**config.mk**
```make
export PLATFORM = sky130hd
export DESIGN_NAME = mem_access_ctrl
export DESIGN_NICKNAME = d
export VERILOG_FILES = /design/src/rtl/mem_access_ctrl.sv
export SDC_FILE = /design/constraint.sdc
export NUM_CORES = 1
export LEC_CHECK = 0
export ABC_AREA = 1
export BUFFER_PORTS_ARGS = -buffer_cell sky130_fd_sc_hd__buf_2
export CORE_UTILIZATION = 50
export DETAILED_ROUTE_END_ITERATION = 6
export PLACE_DENSITY = 0.82
export SLEW_MARGIN = 40
export SYNTH_ARGS = -nofsm -noshare
export SYNTH_HDL_FRONTEND = slang
export SYNTH_SLANG_ARGS = --single-unit
```
**constraint.sdc**
```tcl
create_clock -name clk -period 2.2 [get_ports clk]
set_input_delay 0.11 -clock clk [delete_from_list [all_inputs] [get_ports clk]]
set_output_delay 0.11 -clock clk [all_outputs]
set_load 0.01 [all_outputs]
```
**src/rtl/mem_access_ctrl.sv**
```systemverilog
// Memory-stage data-access engine: single-outstanding SRAM-like bus master
// with store-lane replication, load extension and alignment exceptions.
module mem_access_ctrl #(
    parameter int AW = 32,
    parameter int DW = 32
) (
    input  logic          clk,
    input  logic          rst,
    input  logic          memtoregM,
    input  logic          memwriteM,
    input  logic [2:0]    memopM,
    input  logic [AW-1:0] aluoutM,
    input  logic [DW-1:0] writedataM,
    input  logic          flushM,
    input  logic          pipe_stallM,
    output logic          data_req,
    output logic          data_wr,
    output logic [1:0]    data_size,
    output logic [AW-1:0] data_addr,
    output logic [DW-1:0] data_wdata,
    input  logic          data_addr_ok,
    input  logic          data_data_ok,
    input  logic [DW-1:0] data_rdata,
    output logic [DW-1:0] readdataM,
    output logic          stallreq_mem,
    output logic          adelM,
    output logic          adesM
);

    typedef enum logic [1:0] {
        IDLE,
        REQ,
        WAIT,
        DONE
    } state_t;

    state_t state, stateNext;

    logic          misaligned;
    logic          valid;
    logic          issue;
    logic          cancel;
    logic          dropResp;
    logic [1:0]    sizeLive;
    logic [DW-1:0] wdataLive;
    logic [AW-1:0] addrQ;
    logic [1:0]    sizeQ;
    logic          wrQ;
    logic [DW-1:0] wdataQ;
    logic [2:0]    opQ;
    logic [7:0]    rawByte;
    logic [15:0]   rawHalf;
    logic [DW-1:0] loadExt;

    always_comb begin
        sizeLive = 2'd0;
        unique case (memopM)
            3'b000, 3'b101:         sizeLive = 2'd2;
            3'b001, 3'b010, 3'b110: sizeLive = 2'd1;
            default:                sizeLive = 2'd0;
        endcase
    end

    always_comb begin
        wdataLive = writedataM;
        unique case (sizeLive)
            2'd0:    wdataLive = {4{writedataM[7:0]}};
            2'd1:    wdataLive = {2{writedataM[15:0]}};
            default: wdataLive = writedataM;
        endcase
    end

    assign misaligned = (sizeLive == 2'd1 && aluoutM[0])
                      || (sizeLive == 2'd2 && aluoutM[1:0] != 2'b00);
    assign valid = (memtoregM | memwriteM) & ~flushM & ~misaligned;
    assign adelM = memtoregM & ~flushM & misaligned;
    assign adesM = memwriteM & ~flushM & misaligned;

    assign stallreq_mem = (valid && state != DONE)
                        || state == REQ || state == WAIT;

    // A flush arriving with the response itself also drops that response.
    assign dropResp = cancel | flushM;

    always_comb begin
        stateNext  = state;
        issue      = 1'b0;
        data_req   = 1'b0;
        data_wr    = 1'b0;
        data_size  = 2'd0;
        data_addr  = '0;
        data_wdata = '0;
        unique case (state)
            IDLE: begin
                if (valid) begin
                    issue      = 1'b1;
                    data_req   = 1'b1;
                    data_wr    = memwriteM;
                    data_size  = sizeLive;
                    data_addr  = aluoutM;
                    data_wdata = wdataLive;
                    stateNext  = data_addr_ok ? WAIT : REQ;
                end
            end
            REQ: begin
                data_req   = 1'b1;
                data_wr    = wrQ;
                data_size  = sizeQ;
                data_addr  = addrQ;
                data_wdata = wdataQ;
                if (data_addr_ok) stateNext = WAIT;
            end
            WAIT: begin
                if (data_data_ok) begin
                    stateNext = dropResp ? IDLE : DONE;
                end
            end
            DONE: begin
                if (flushM || !pipe_stallM) stateNext = IDLE;
            end
            default: stateNext = IDLE;
        endcase
    end

    always_comb begin
        rawByte = data_rdata[7:0];
        unique case (addrQ[1:0])
            2'd0: rawByte = data_rdata[7:0];
            2'd1: rawByte = data_rdata[15:8];
            2'd2: rawByte = data_rdata[23:16];
            2'd3: rawByte = data_rdata[31:24];
        endcase
        rawHalf = addrQ[1] ? data_rdata[31:16] : data_rdata[15:0];
        loadExt = data_rdata;
        unique case (opQ)
            3'b001:  loadExt = {{16{rawHalf[15]}}, rawHalf};
            3'b010:  loadExt = {16'h0, rawHalf};
            3'b011:  loadExt = {{24{rawByte[7]}}, rawByte};
            3'b100:  loadExt = {24'h0, rawByte};
            default: loadExt = data_rdata;
        endcase
    end

    always_ff @(posedge clk or negedge rst) begin
        if (!rst) begin
            state     <= IDLE;
            cancel    <= 1'b0;
            addrQ     <= '0;
            sizeQ     <= 2'd0;
            wrQ       <= 1'b0;
            wdataQ    <= '0;
            opQ       <= 3'd0;
            readdataM <= '0;
        end else begin
            state <= stateNext;
            if (issue) begin
                addrQ  <= aluoutM;
                sizeQ  <= sizeLive;
                wrQ    <= memwriteM;
                wdataQ <= wdataLive;
                opQ    <= memopM;
            end
            if (state == WAIT && data_data_ok) begin
                cancel <= 1'b0;
            end else if (flushM && (state == REQ || state == WAIT)) begin
                cancel <= 1'b1;
            end
            if (state == WAIT && data_data_ok && !dropResp && !wrQ) begin
                readdataM <= loadExt;
            end
        end
    end

endmodule

```
==> impl_metrics.py <==
metrics = {
    "setup_path": {
        "crit_slowest_cell": "dfrtp_1",
        "crit_chain": "inv_1 -> ha_2 -> clkinvlp_4 -> buf_12 -> o21ai_0 -> buf_2",
        "critPathMaxFanout": 27,
        "critPathCaptureType": "output port",
        "path_class": "reg -> out",
        "cp_num_cells": 6,
        "setup.worst_path.start_class": "register",
        "cpPeakStageDelay_ps": 410,
        "arrival_ps": 2050,
        "cp.required_ps": 2090,
        "critPathBufInv": 4,
        "reg2reg_depth": 8,
        "crit_family": "buffers and inverters",
        "crit_start": "state[1]",
        "r2r_start": "state[0]",
    },
    "pwr": {
        "vdd_drop_max_v": 0.000815,
        "p_per_area_nw_per_um2": 1240,
        "power.total_mw": 9.65,
        "p_leak_nw": 4.36,
    },
    "run": {
        "cap_viol_max_count": 0,
    },
    "layout": {
        "layout.nets": 1148,
        "postLayoutCoreUtil": 0.680,
        "post-route-cell-area_um2": 7770,
        "multiInputGateArea_um2": 2690,
        "drive_above_1_share": 0.289,
        "area_growth_pct": 32.6,
        "fin_cells": 1186,
        "seq_area_um2": 2630,
        "nFillCells": 964,
    },
    "clocking": {
        "clkTransAtPathRegs_ps": 70,
        "clock_sinks": 105,
        "clk_latency_ps": 360,
        "cts_htree_levels": 3,
        "cts_made_buffers": 9,
        "cts_tree": "built",
        "clockRootBuffer": "clkbuf_16",
        "clock_path_buffers": 2,
    },
    "drt": {
        "route.met3.wl_um": 1320,
        "drc": 0,
        "wl_met1_um": 7300,
        "drtPass1Iterations": 5,
        "wl_met2_um": 8170,
        "vias": 6141,
        "avgViaCountPerCell": 5.18,
        "top_layer": "met4",
        "detail_route.iter0.violations": 444,
        "drt_wl_total_um": 17200,
        "ant_nets": 0,
        "wl_per_cell_um": 14.5,
    },
    "yosys": {
        "yosysTopAreaCell": "dfrtp_1",
        "yosysTopAreaCellShare": 0.449,
        "netlist_area_um2": 5860,
        "synth_area_leaders": "dfrtp_1, nand2_1, o21ai_0, inv_1, nand3_1",
        "async_flop_share": 1.00,
        "postSynthAreaPerCell_um2": 7.26,
        "yosys-top-cells-count": "nand2_1, o21ai_0, dfrtp_1",
        "synth_nets": 918,
        "synth_edf_count": 0,
        "yosysMostFrequentCell": "nand2_1",
        "synthCells": 807,
        "ys_seq_area_frac": 0.449,
        "ys_warn_count": 0,
        "synth_flop_cell": "dfrtp_1",
        "ys_ff_latch": 105,
        "synth_cell_types": 33,
    },
    "global_route": {
        "grt_use_total": 0.272,
        "grt_pass1_vias": 5439,
        "grt_pass1_wl_um": 25100,
        "grt_max_degree": 67,
        "grt-ovfl-total": 0,
        "antenna_found_initial": 2,
    },
    "sta": {
        "period_share": 0.983,
        "slew_headroom": 0.702,
        "slew_violations": 0,
        "hold_viol": 0,
        "worst_slack_ps": 36.3,
        "tightest_slew_ps": 446,
        "hold_ws_ps": 6.77,
        "period_minus_slack_ps": 2160,
        "fin_setup_tns_ps": 0,
        "fin_skew_ps": 8.03,
        "setup_violations": 0,
        "max_freq_ghz": 0.462,
    },
    "floorplan": {
        "die_area_um2": 12100,
        "io_pins": 210,
        "die_h_um": 110,
        "initial_core_util": 0.513,
        "fp.coreArea_um2": 11400,
        "die-width_um": 110,
        "rows": 39,
    },
    "worst_hold_path": {
        "min_from": "aluoutM[27]",
        "min_delay_path_depth": 3,
        "hp-class": "in -> reg",
    },
    "placement": {
        "dp_hpwl_um": 11300,
        "io_buffers": 209,
        "place.gp.congestion": 0.859,
        "dp.cells": 1133,
        "placed_area_um2": 7010,
        "dp_slack_ps": 429,
    },
    "outcome": {
        "status": "complete, no violations",
    },
}
## worst min-delay path, stage by stage
cell     delay, ps
buf_2           80
nand2_1         50
o21ai_0         80
## cells by family after synthesis
logic type	after synthesis	synth area share
flip-flops	105	0.449
buffers and inverters	127	0.0955
AO/OA/AOI/OAI	152	0.138
adder cells (fa/ha/maj)	4	0.00855
AND/OR/NAND/NOR	419	0.309
## final timing paths
kind | endpoint | slack, ps
worst max-delay path | data_wdata[23] | 40
min in group asynchronous | readdataM[18] | 220
max in group asynchronous | state[0] | 1260
worst min register to register | readdataM[11] | 470
worst min-delay path | addrQ[27] | 7
worst max register to register | readdataM[23] | 360
## repair_timing
item,CTS,global route
hold endpoints to repair,52,0
gates resized for setup,0,5
hold buffers,25,0
setup endpoints to repair,0,67
setup buffers,0,7
## routing by layer
| metal | GRT usage | vias up |
|---|---|---|
| li1 | - | 3012 |
| met1 | 0.345 | 2832 |
| met2 | 0.452 | 267 |
| met3 | 0.0735 | 30 |
| met4 | 0.0874 | 0 |
| met5 | 0 | - |
## where the power goes
group / switching, mW / leakage [nW] / internal (mW)
logic: 2.76 / 2.92 / 1.86
registers: 0.415 / 1.28 / 2.86
clock network: 0.721 / 0.153 / 1.03
## cell type report
type	count	share of cell area
Multi-Input combinational cell	575	0.346
Sequential cell	105	0.338
Timing Repair Buffer	258	0.207
Inverter	88	0.0430
Clock buffer	12	0.0317
Tap cell	143	0.0230
Clock inverter	4	0.00983
Antenna cell	1	0.000322
## layout by cell type (no fill, tap or decap), types with 5 or more instances in the layout
master         instances
o21ai_0              113
clkbuf_16             13
nand2_1              285
nand3_1               56
buf_4                 16
a21oi_1               19
nor2_1                21
buf_12                 5
dlygate4sd3_1         25
inv_1                 81
buf_2                208
dfrtp_1              104
a21boi_1              12
or2_2                 36
## sequential cells by signal, indices dropped and copies added (netlist names)
signal     flops
state          2
sizeQ          2
addrQ         32
cancel         1
wdataQ        32
readdataM     32
opQ            3
wrQ            1
Power figures use the tool's default switching activity.
